<file path="src/rtl/pacman_life_manager.sv">
// pacman_life_manager
//   Game-flow sequencer fed by collision_detection. Runs the life cycle
//   (play, death animation, respawn, game over) and drives the movement
//   freeze, the one-cycle sprite respawn pulse, the death-animation frame
//   index and the HUD lives count. Frame timing comes from frame_tick, a
//   one-cycle pulse issued once per video frame.
//
//   Optional feature: macro PACMAN_INVULN_EN adds parameter INVULN_FRAMES
//   and output invulnerable. The flag is high for the first INVULN_FRAMES
//   frame_ticks after each PLAYING entry, and collisions are ignored while
//   it is high.
//
// Ports
//   clka             in   system clock, rising edge
//   resetn           in   asynchronous active-low reset
//   frame_tick       in   one-cycle pulse per video frame
//   start_game       in   one-cycle start pulse (debounced button)
//   pacman_is_dead   in   collision level from collision_detection
//   lives_left       out  remaining lives (LIVES_W bits)
//   freeze           out  1 = sprite movement must hold position
//   respawn          out  one-cycle pulse, sprites reload start positions
//   death_anim_frame out  renderer frame index while DYING, else 0
//   game_over        out  high while in GAME_OVER
//   game_state       out  IDLE=0 PLAYING=1 DYING=2 RESPAWN=3 GAME_OVER=4
//   invulnerable     out  (PACMAN_INVULN_EN only) collision immunity flag
//
// state      | meaning
// -----------+-----------------------------------------------------------
// IDLE       | after reset; frozen, waiting for start_game
// PLAYING    | sprites move; a collision costs a life
// DYING      | death animation, DEATH_FRAMES ticks, frame index output
// RESPAWN    | frozen pause, RESPAWN_FRAMES ticks, then back to PLAYING
// GAME_OVER  | no lives left; start_game restarts with full lives
module pacman_life_manager #(
  parameter int INIT_LIVES     = 3,
  parameter int LIVES_W        = 2,
  parameter int DEATH_FRAMES   = 12,
  parameter int RESPAWN_FRAMES = 60,
  parameter int CNT_W          = 7
`ifdef PACMAN_INVULN_EN
  ,
  parameter int INVULN_FRAMES  = 90
`endif
) (
  input  logic               clka,
  input  logic               resetn,
  input  logic               frame_tick,
  input  logic               start_game,
  input  logic               pacman_is_dead,
  output logic [LIVES_W-1:0] lives_left,
  output logic               freeze,
  output logic               respawn,
  output logic [3:0]         death_anim_frame,
  output logic               game_over,
  output logic [2:0]         game_state
`ifdef PACMAN_INVULN_EN
  ,
  output logic               invulnerable
`endif
);

  typedef enum logic [2:0] {
    ST_IDLE      = 3'd0,
    ST_PLAYING   = 3'd1,
    ST_DYING     = 3'd2,
    ST_RESPAWN   = 3'd3,
    ST_GAME_OVER = 3'd4
  } state_t;

  localparam logic [CNT_W-1:0]   DEATH_LAST   = CNT_W'(DEATH_FRAMES - 1);
  localparam logic [CNT_W-1:0]   RESPAWN_LAST = CNT_W'(RESPAWN_FRAMES - 1);
  localparam logic [LIVES_W-1:0] LIVES_INIT   = LIVES_W'(INIT_LIVES);

  state_t             state;
  logic [CNT_W-1:0]   counter;
  logic [CNT_W-1:0]   cnt_inc;
  logic               ignore_hit;

  assign cnt_inc    = counter + 1'b1;
  assign game_state = state;

`ifdef PACMAN_INVULN_EN
  localparam int               INV_W    = (INVULN_FRAMES > 1) ? $clog2(INVULN_FRAMES + 1) : 1;
  localparam logic [INV_W-1:0] INV_LAST = INV_W'(INVULN_FRAMES - 1);

  logic [INV_W-1:0] inv_cnt;
  logic             play_entry;

  // Every edge on which the FSM moves into PLAYING restarts the immunity
  // window; a tick on that same edge is not counted.
  assign play_entry = ((state == ST_IDLE || state == ST_GAME_OVER) && start_game) ||
                      (state == ST_RESPAWN && frame_tick && counter == RESPAWN_LAST);
  assign ignore_hit = invulnerable;

  always_ff @(posedge clka or negedge resetn) begin
    if (!resetn) begin
      invulnerable <= 1'b0;
      inv_cnt      <= '0;
    end else if (play_entry) begin
      invulnerable <= (INVULN_FRAMES > 0);
      inv_cnt      <= '0;
    end else if (state != ST_PLAYING) begin
      invulnerable <= 1'b0;
      inv_cnt      <= '0;
    end else if (invulnerable && frame_tick) begin
      if (inv_cnt == INV_LAST) begin
        invulnerable <= 1'b0;
      end else begin
        inv_cnt <= inv_cnt + 1'b1;
      end
    end
  end
`else
  assign ignore_hit = 1'b0;
`endif

  always_ff @(posedge clka or negedge resetn) begin
    if (!resetn) begin
      state            <= ST_IDLE;
      lives_left       <= LIVES_INIT;
      freeze           <= 1'b1;
      respawn          <= 1'b0;
      death_anim_frame <= 4'd0;
      game_over        <= 1'b0;
      counter          <= '0;
    end else begin
      respawn <= 1'b0;
      case (state)
        ST_IDLE: begin
          if (start_game) begin
            state      <= ST_PLAYING;
            freeze     <= 1'b0;
            lives_left <= LIVES_INIT;
            respawn    <= 1'b1;
          end
        end

        ST_PLAYING: begin
          // A coincident frame_tick has no meaning here and is dropped.
          if (pacman_is_dead && !ignore_hit) begin
            state            <= ST_DYING;
            freeze           <= 1'b1;
            lives_left       <= (lives_left == '0) ? '0 : lives_left - 1'b1;
            counter          <= '0;
            death_anim_frame <= 4'd0;
          end
        end

        ST_DYING: begin
          if (frame_tick) begin
            if (counter == DEATH_LAST) begin
              counter          <= '0;
              death_anim_frame <= 4'd0;
              if (lives_left == '0) begin
                state     <= ST_GAME_OVER;
                game_over <= 1'b1;
              end else begin
                state   <= ST_RESPAWN;
                respawn <= 1'b1;
              end
            end else begin
              counter          <= cnt_inc;
              // low nibble only; animations longer than 16 frames wrap
              death_anim_frame <= cnt_inc[3:0];
            end
          end
        end

        ST_RESPAWN: begin
          if (frame_tick) begin
            if (counter == RESPAWN_LAST) begin
              state   <= ST_PLAYING;
              freeze  <= 1'b0;
              counter <= '0;
            end else begin
              counter <= cnt_inc;
            end
          end
        end

        ST_GAME_OVER: begin
          if (start_game) begin
            state      <= ST_PLAYING;
            freeze     <= 1'b0;
            game_over  <= 1'b0;
            lives_left <= LIVES_INIT;
            respawn    <= 1'b1;
          end
        end

        default: begin
          state            <= ST_IDLE;
          freeze           <= 1'b1;
          game_over        <= 1'b0;
          death_anim_frame <= 4'd0;
          counter          <= '0;
        end
      endcase
    end
  end

endmodule
</file>
<file path="config.mk">
export PLATFORM = sky130hd
export DESIGN_NAME = pacman_life_manager
export DESIGN_NICKNAME = d
export VERILOG_FILES = /design/src/rtl/pacman_life_manager.sv
export SDC_FILE = /design/constraint.sdc
export NUM_CORES = 1
export LEC_CHECK = 0
export BUFFER_PORTS_ARGS = -buffer_cell sky130_fd_sc_hd__buf_4
export CORE_AREA = 2 2 55 57
export CTS_CLUSTER_DIAMETER = 50
export DETAILED_ROUTE_END_ITERATION = 16
export DIE_AREA = 0 0 57 59
export PLACE_DENSITY = 0.63
export SKIP_LAST_GASP = 1
export SLEW_MARGIN = 20
export SYNTH_ARGS = -nofsm -noshare
export SYNTH_HDL_FRONTEND = slang
export SYNTH_SLANG_ARGS = --single-unit
</file>
<file path="constraint.sdc">
create_clock -name clka -period 2.45 [get_ports clka]
set_input_delay 0.49 -clock clka [delete_from_list [all_inputs] [get_ports clka]]
set_output_delay 0.49 -clock clka [all_outputs]
set_load 0.02 [all_outputs]
</file>
[Word-level counts from Yosys, hierarchy flattened]
Cells that the tools add are included.
Widths: inputs -> output; s select.
Storage, ports and cells
  register bits after elaboration: 19
  logic and storage cells: 75
  output and inout port bits: 12
Operators by class
  reduce and logical (&&, ||, !) cells: 12
  equal/unequal tests: 14
  bitwise gates (word level): 4
  multiplexer cells: 36
  add/subtract/negate cells: 2
Operators with widths (number)
  $mux 7: 5
  $pmux 7 s4: 1
  $mux 3: 7
  $ne 2x2->1 const B: 7
  $mux 4: 3
  $pmux 3 s4: 1
  $pmux 4 s3: 1
  $mux 1: 11
  $reduce_and 5->1: 2
  $add 7x1->7 const B: 1
  $eq 7x4->1 const B: 1
  $eq 7x6->1 const B: 1
  $eq 3x2->1 const B: 2
  $mux 2: 3
  $reduce_and 3->1: 2
  $reduce_and 6->1: 1
  $reduce_or 3->1: 2
  $not 1->1: 4
  $pmux 1 s4: 1
  $pmux 2 s2: 1
  $reduce_and 4->1: 1
  $eq 3x1->1 const B: 1
  $eq 3x3->1 const B: 1
  $logic_not 3->1: 1
  other kinds (7): 7

[Logic depth before layout (Yosys ltp)]
Gate-level depths: netlist (run 1).
  word-level depth: 5
  depth in mapped cells: 6
  depth with buffers taken out: 5

[Worst setup path after synthesis (run 1)]
OpenSTA, ideal clock, no wires.
  path kind: flip-flop to flip-flop
  start point: reg counter[0]
  end point: reg death_anim_frame[2]
  stages on the path, launching flop included: 6
  slack: 851 ps
  setup time: 66 ps
  data arrival time: 1533 ps
  clock period less this slack: 1599 ps
  required time: 2384 ps
  buffers on the path: 0
  path through: dfrtp_1 ha_1 and4bb_4 a2111o_1 a21oi_1 mux2_1
On the way
  longest elaborated chain between the ends: 4
  elaborated cells on any way between the ends: 5
  those cells by class: 1 x add/sub; 1 x eq/ne; 3 x mux
Ends and longest elaborated chain
  start: declaration: line 75  | logic [CNT_W-1:0] counter;
  start signal: assignment: line 162  | counter <= cnt_inc;
  start signal: assignment: line 176  | counter <= cnt_inc;
  $add 7x1->7 / $eq 7x4->1 (equally long branches): line 79, 151
  $mux 4 *: line 151  | if (counter == DEATH_LAST) begin
  $mux 4 *: line 150  | if (frame_tick) begin
  $pmux 4 s3 *: line 128  | case (state)
  end signal: assignment: line 164  | death_anim_frame <= cnt_inc[3:0];
  end: declaration: line 53  | output logic [3:0] death_anim_frame,
Mark *: on every way between the ends. The rest lies on a longest branch, timed or not. The select of a mux whose other input is x is not followed.
A chain may end at the register's enable or synchronous reset.

[Final worst setup path (run 1)]
  start point: reg state[1] (netlist: game_state[1])
  end point: reg death_anim_frame[2]
On the way
  longest elaborated chain between the ends: 4
  elaborated cells on any way between the ends: 11
  those cells by class: 6 x eq/ne; 1 x mux; 1 x bitwise; 3 x reduce/logical
Ends and longest elaborated chain
  start: declaration: line 74  | state_t state;
  start signal: assignment: line 119  | state <= ST_IDLE;
  start signal: assignment: line 131  | state <= ST_PLAYING;
  start signal: assignment: line 141  | state <= ST_DYING;
  $eq 3x3->1, or another cell as far along: line 128
  $reduce_or 3->1 (no line)
  $not 1->1 (no line)
  $reduce_and 3->1 (no line)
Parallel ways exist; a longest one is shown, timed or not.

==> results.ini, run 1 <==
[drt]
finalWirelength_mm=2.15
route.detailed.wl_per_inst_um=13.2
vias=873
drt_iter0_drc=12
drc=0
vias_per_cell=5.39
dr.pass1.iters=4
drtAntennaViolNets=0

[clocking]
cts_max_level=1
clk_pin_slew_ps=110
cts_made_buffers=3
clockRootBuffer=clkbuf_4
clockBufferDepth=2
clock_latency_ps=290
hold_buffers=0
clock-sinks=19
postCtsSetupBuffers=0
cts_tree=done
cts_resized=0

[timing]
slew_headroom_pct=66.5
fin_tns_setup_ps=0
max_freq_mhz=563
post-route-period-util_pct=72.5
period_needed_ps=1780
fin_worst_skew_ps=1.55
finalSetupViolCount=0
finalMaxSlewViolations=0
rsz0062_at_grt=no
worstMarginPinSlew_ps=495
hold_viol=0

[power_and_ir_drop]
comb_power_share_pct=38.1
leakagePower_nw=0.570
swShare_pct=38.4
ir_worst_vdd_mv=0.748
p_clk_share_pct=14.5
pwr_density_cell_nw_per_um2=896
seq_power_share_pct=47.4
switchingPower_w=0.000415
p_int_w=0.000666

[worst_setup_path]
critical_path_arrival_ps=1960
cp.required_ps=2630
rrSetupSlack_ps=670
r2r_end=death_anim_frame[2]
r2r_cells=4
path_class=flip-flop to flip-flop
crit_fanout=13
crit_path_end_kind=flip-flop
worst_setup_path_start_kind=flip-flop
r2r-start=game_state[1]

[die]
core-area_sq_um=2710
num_rows=19
die_area_sq_um=3360
die_h_um=59
start_util_pct=39.0
io_pins=17
die_w_um=57

[min_path]
hp-class=input port to asynchronous set/reset pin

[synthesis]
synth_flop_cell=dfrtp_1
yosysSeqAreaShare_pct=45.3
async_flop_share_pct=100
ys_seq_elements=19
netlist-cell-type-count=37
synth_edf_count=0
synth_area_sq_um=1060
yosysWarningCount=0
syn_inst=116
syn_avg_cell_area_sq_um=9.11
synthesis.nets=122

[placed_design]
io_buffers=16
hpwl_mm=1.64
gp_congestion=0.850

[final_layout]
diodes=0
drive_gt1_share_pct=20.6
fin_util_pct=44.5
finalNetCount=138
area_delta_synth_final_pct=14.1

[grt]
gr-total-overflow=0
grt_start_max_net_pins=20
grt_pass1_vias=842
grt_pass1_wl_mm=3.87
track_usage_pct=14.9
antenna_found_initial=0

[run_status]
outcome=finished clean

[run]
cap_viol_max_count=0

through the flow:
stage          setup WS (ps)  hold slack [ps]  std cells  cell area [sq um]  power, W
2_1_floorplan            851              194        116               1060  0.000784
3_3_place_gp             692              377        158               1180  0.000927
3_5_place_dp             683              381        158               1180  0.000933
4_1_cts                  677             48.1        162               1210   0.00109
5_1_grt                  539             47.6        162               1210   0.00118
6_report                 673             45.0        162               1210   0.00108
worst max-delay path by stage:
stage / from / end / slack (ps) / cells after the start
CTS: game_state[1] / death_anim_frame[2] / 680 / 4
global placement: game_state[1] / death_anim_frame[3] / 690 / 4
global route: game_state[1] / death_anim_frame[2] / 540 / 4
finish: game_state[1] / death_anim_frame[2] / 670 / 4
detailed placement: game_state[1] / death_anim_frame[2] / 680 / 4
floorplan: counter[0] / death_anim_frame[2] / 850 / 5
layout make-up:
type / instances / area (sq um)
inverter: 5 / 18.8
multi-input combinational: 87 / 522
timing repair buffer: 16 / 120
sequential: 19 / 479
clock buffer: 3 / 22.5
fill: 272 / 1500
tap: 31 / 38.8
clock inverter: 1 / 5.00
flip-flops by register name (all words and copies together), names as in the netlist:
register          count
counter               7
death_anim_frame      4
game_state            3
lives_left            2
freeze                1
game_over             1
respawn               1
synthesized netlist by cell type, types with 2 or more instances:
master	count	area share [%]
and2_1	3	1.8
inv_1	5	1.8
o21ai_1	10	4.7
nor2_1	7	2.5
nand2b_1	2	1.2
nor3_1	3	1.4
a21o_1	4	2.8
dfstp_2	3	7.5
nand3_1	5	2.4
a21oi_1	7	3.3
nand2_1	16	5.7
mux2_1	2	2.1
o21ai_0	4	1.9
dfrtp_1	16	38
o311ai_1	3	2.5
buf_2	3	1.4
buf_6	2	2.1
nand3b_1	2	1.4
power by group through the flow:
stage / clock, W / sequential, W / combinational (W)
2_1_floorplan: 0 / 0.000547 / 0.000237
3_3_place_gp: 0 / 0.000515 / 0.000412
3_5_place_dp: 0 / 0.000517 / 0.000416
4_1_cts: 0.000165 / 0.000512 / 0.000418
5_1_grt: 0.000183 / 0.000531 / 0.000463
6_report: 0.000156 / 0.000512 / 0.000412
placed cells by master (no fill, tap or decap), drive strengths merged, types with 2 or more instances in the layout:
cell type,Yosys,layout
inv,5,5
a21o,4,4
nand2,16,16
nand3,5,5
dfstp,3,3
o311ai,3,3
and2,3,3
clkbuf,0,3
buf,5,16
nor2,7,7
nand2b,2,2
a21oi,7,7
nand3b,2,2
o21ai,15,15
dfrtp,16,16
nor3,4,4
mux2,2,2
cell families after synthesis:
group                      after synthesis  synth area share, %
buffers and inverters                   10                 5.33
adders and majority gates                1                 1.18
and+or+nand+nor                         49                 24.9
AOI/OAI and AO/OA                       34                 20.2
DFF                                     19                 45.3
muxes                                    3                 3.08
routing by layer:
layer	part of all wire [%]	wire length, um	vias up	GRT usage (%)
met5	0	0	-	0
met4	0.98	21	0	4.98
met3	4.5	96	2	2.62
met2	45	966	19	23.2
met1	49	1060	409	21.2
li1	-	-	443	-
worst max-delay path, stage by stage, from the launching register on:
cell	delay (ps)
dfrtp_1	570
mux2i_1	220
a21o_1	340
a21o_1	190
mux2_1	340
No activity file was read; power rests on OpenSTA's default activity.
==> run 2: changes to the inputs <==
==> constraint.sdc (replaced) <==
create_clock -name clka -period 1.67 [get_ports clka]
set_input_delay 0.334 -clock clka [delete_from_list [all_inputs] [get_ports clka]]
set_output_delay 0.334 -clock clka [all_outputs]
set_load 0.02 [all_outputs]
==> results.ini, run 2 (synthesis gave the netlist of run 1 again) <==
[final_layout]
diodes=0
regMostFlops=counter
layout_commonest_cell=buf_4
drive_gt1_share_pct=26.2
layout_common_cells=buf_4 (25), nand2_1 (16), dfrtp_1 (15)
largest_reg_flops=7
finalNetCount=148
area_delta_synth_final_pct=21.5

[die]
core-area_sq_um=2710
num_rows=19
die_w_um=57
io_pins=17
start_util_pct=39.0
die_area_sq_um=3360
die_h_um=59

[worst_setup_path]
path_class=flip-flop to flip-flop
crit_fanout=5
worst_setup_path_start_kind=flip-flop
crit_path_end_kind=flip-flop
cp.required_ps=1910
critical_path_arrival_ps=1880

[power_and_ir_drop]
switchingPower_w=0.000632
total_power_w=0.00166
p_clk_share_pct=14.3
ir_worst_vdd_mv=0.858
comb_power_share_pct=41.3
leakagePower_nw=0.617
seq_power_share_pct=44.4
pwr_density_cell_nw_per_um2=1290
swShare_pct=38.1
p_int_w=0.00103

[run_status]
outcome=finished clean

[clocking]
clk_pin_slew_ps=110
cts_made_buffers=3
clock_latency_ps=300
clockRootBuffer=clkbuf_4
clockBufferDepth=2
cts_max_level=1
cts_tree=done
clock-sinks=19

[grt]
antenna_found_initial=0
grt_pass1_wl_mm=4.17
track_usage_pct=15.9
gr-total-overflow=0
grt_start_max_net_pins=20
grt_pass1_vias=932

[drt]
drtAntennaViolNets=0
dr.pass1.iters=5
vias=932
finalWirelength_mm=2.31
route.detailed.wl_per_inst_um=13.4
drc=0
drt_iter0_drc=14
vias_per_cell=5.42

[placed_design]
gp_congestion=0.821
hpwl_mm=1.74
io_buffers=16

[timing]
hold_viol=0
rsz0062_at_grt=no
fin_worst_skew_ps=4.52
post-route-period-util_pct=97.9
worstMarginPinSlew_ps=539
max_freq_mhz=611
finalMaxSlewViolations=0
finalSetupViolCount=0
fin_tns_setup_ps=0
slew_headroom_pct=63.5
period_needed_ps=1640

[min_path]
hp-class=input port to flip-flop

[run]
cap_viol_max_count=0

-- run 2: cell types whose count changed in the layout (fill, tap and decap cells not counted), sizes merged --
cell	previous run	this run
buf	16	25
dlygate4sd3	0	1
-- run 2: critical path: stages, from the launching register on --
cell,delay (ps)
dfrtp_1,420
ha_1,210
and4bb_4,240
a2111o_1,420
a21oi_1,160
mux2_1,140
-- run 2: stage by stage --
step	hold WS (ps)	cell area, sq um	utilization (%)	worst slack, ps	std cells
2_1_floorplan	38.4	1060	-	71.1	116
3_3_place_gp	222	1240	45.7	69.5	166
3_5_place_dp	223	1240	45.7	24.1	166
4_1_cts	335	1280	47.1	40.4	171
5_1_grt	345	1280	47.4	2.79	172
6_report	338	1280	47.4	34.6	172
-- run 2: final timing paths --
check                      startpoint                   to  slack (ps)  depth (start not counted)
min in group asynchronous      resetn           counter[5]         430                          2
setup / recovery           counter[1]  death_anim_frame[3]          30                          5
hold reg to reg             game_over            game_over         490                          2
setup reg to reg           counter[1]  death_anim_frame[3]          30                          5
hold / removal             start_game        game_state[0]         340                          3
max in group asynchronous      resetn        lives_left[1]         980                          2
-- run 2: routing by layer --
layer  vias up  routed length [um]  share of wire, %  track usage, %
li1        465                   -                 -               -
met1       437                1130                49            21.5
met2        28                1040                45            25.3
met3         2                 108               4.7            2.84
met4         0                  27               1.2            6.64
met5         -                   0                 0               0
-- run 2: repair_timing --
action	in CTS	in global routing
hold buffers	1	0
hold endpoints to repair	16	0
pin swaps	1	0
setup buffers	0	1
endpoints found under the setup margin	2	2
resized for setup	0	1
-- run 2: layout make-up --
| cell class | instances | area, sq um |
|---|---|---|
| fillers | 267 | 1430 |
| multi-input cells | 87 | 522 |
| flip-flops and latches | 19 | 480 |
| repair buffers | 26 | 198 |
| well taps | 31 | 38.8 |
| clock buffers | 3 | 22.5 |
| inverters | 5 | 18.8 |
| clock inverters | 1 | 5.00 |
-- run 2: power groups by stage --
stage | clock network, W | logic (W) | registers, W
5_1_grt | 0.000270 | 0.000758 | 0.000764
3_5_place_dp | 0 | 0.000672 | 0.000745
6_report | 0.000237 | 0.000685 | 0.000736
3_3_place_gp | 0 | 0.000658 | 0.000740
4_1_cts | 0.000244 | 0.000675 | 0.000738
2_1_floorplan | 0 | 0.000348 | 0.000803
==> run 3: changes to the inputs <==
--- a/config.mk
+++ b/config.mk
@@ -6,10 +6,11 @@
 export NUM_CORES = 1
 export LEC_CHECK = 0
 export BUFFER_PORTS_ARGS = -buffer_cell sky130_fd_sc_hd__buf_4
-export CORE_AREA = 2 2 55 57
+export CORE_AREA = 2 2 50 62
 export CTS_CLUSTER_DIAMETER = 50
 export DETAILED_ROUTE_END_ITERATION = 16
-export DIE_AREA = 0 0 57 59
+export DIE_AREA = 0 0 52 64
+export MAX_ROUTING_LAYER = met4
 export PLACE_DENSITY = 0.63
 export SKIP_LAST_GASP = 1
 export SLEW_MARGIN = 20
==> results.ini, run 3 (synthesis gave the netlist of run 1 again) <==
[final_layout]
area_delta_synth_final_pct=23.4
drive_gt1_share_pct=28.6
diodes=0
final_area_sq_um=1310
finalNetCount=147
fill_cells=255
layout_commonest_cell=buf_4
register_area_sq_um=479
regMostFlops=counter
largest_reg_flops=7
multiInputGateArea_sq_um=548
layout_common_cells=buf_4 (24), nand2_1 (16), dfrtp_1 (16)

[min_path]
hp-start=start_game
min_to=lives_left[1]
hold_path_depth=3
hp-class=input port to flip-flop

[placed_design]
hpwl_mm=1.83
placed_area_sq_um=1240
io_buffers=16
gp_congestion=0.866

[die]
die_h_um=64
start_util_pct=39.1
core-area_sq_um=2710
die_w_um=52
die_area_sq_um=3330
io_pins=17
num_rows=21

[timing]
rsz0062_at_grt=no
max_freq_mhz=629
post-route-period-util_pct=95.2
fin_worst_skew_ps=1.54
finalMaxSlewViolations=0
period_needed_ps=1590
finalSetupViolCount=0
fin_tns_setup_ps=0
worstMarginPinSlew_ps=400
slew_headroom_pct=73.3
hold_viol=0

[clocking]
clk_pin_slew_ps=110
clock-sinks=19
cts_max_level=1
cts_made_buffers=3
clock_latency_ps=290
clockRootBuffer=clkbuf_4
clockBufferDepth=2
postCtsSetupBuffers=0
cts_tree=done

[drt]
vias=956
dr.pass1.iters=4
drt_iter0_drc=17
drc=0
route.detailed.wl_per_inst_um=14.0
finalWirelength_mm=2.44
vias_per_cell=5.49
drtAntennaViolNets=0

[grt]
antenna_found_initial=0
met3_usage_pct=3.04
met2_usage_pct=27.7
gr-total-overflow=0
grt_pass1_vias=920
track_usage_pct=17.2
grt_use_met1_pct=20.5
top_usage_layer=met2
grt_pass1_wl_mm=4.16
grt_start_max_net_pins=20

[power_and_ir_drop]
leakagePower_nw=0.616
pwr_density_cell_nw_per_um2=1280
ir_worst_vdd_mv=0.752

[worst_setup_path]
rrSetupSlack_ps=80
path_class=flip-flop to flip-flop
r2r-start=counter[1]
worst_setup_path_start_kind=flip-flop
r2r_end=death_anim_frame[3]
crit_path_end_kind=flip-flop
cpMaxStageDelayCell=a2111o_1
critical_path_arrival_ps=1840
crit_fanout=5
crit_path_cell_trace=ha_2 > and4bb_4 > a2111o_1 > a21oi_2 > mux2_4
cp_slowest_stage_delay_ps=450
r2r_cells=5
cp.required_ps=1910

[run_status]
outcome=finished clean

[run]
cap_viol_max_count=0

## run 3: cell types whose count changed in the layout (fill, tap and decap cells not counted), sizes merged
cell / previous run / this run
clkinv: 1 / 0
clkbuf: 3 / 4
buf: 25 / 24
## run 3: final cells by class
class / instances / area share (%)
Sequential cell: 19 / 36.7
Inverter: 5 / 1.44
Tap cell: 34 / 3.26
Timing Repair Buffer: 25 / 14.6
Clock buffer: 4 / 2.01
Multi-Input combinational cell: 87 / 42.0
## run 3: worst max-delay path by stage
stage,startpoint,cells after the start,to
detailed placement,counter[0],5,death_anim_frame[0]
global route,counter[1],5,death_anim_frame[3]
finish,counter[1],5,death_anim_frame[3]
floorplan,counter[0],5,death_anim_frame[2]
CTS,counter[0],5,death_anim_frame[0]
global placement,counter[0],5,death_anim_frame[3]
## run 3: power by group
part | internal, W | switching (W)
logic | 0.000331 | 0.000362
registers | 0.000605 | 0.000143
clock network | 0.0000930 | 0.000142
total | 0.00103 | 0.000647
## run 3: worst max-delay path, delay by kind of cell (launching register included)
kind	cells	cell delay, ps
muxes	1	150
and+or+nand+nor	1	220
AOI/OAI and AO/OA	2	590
adders and majority gates	1	180
DFF	1	410
## run 3: metal layers
metal	vias up	routed length [um]
met5	-	0
met4	0	68
met3	8	89
met2	23	1190
met1	461	1080
li1	464	-
## run 3: through the flow
stage          util, %  hold WS (ps)  setup WS, ps  total power [W]  cells
2_1_floorplan        -          38.4          71.1          0.00115    116
3_3_place_gp      45.9           221           101          0.00139    169
3_5_place_dp      45.9           224          35.4          0.00140    169
4_1_cts           47.2           326          25.3          0.00164    174
5_1_grt           48.2           348          2.32          0.00180    174
6_report          48.2           337          79.6          0.00168    174
## run 3: what timing repair did
action	in CTS	in global routing
setup endpoints to repair	0	4
hold buffers	1	0
hold endpoints to repair	16	0
gates resized for setup	0	6
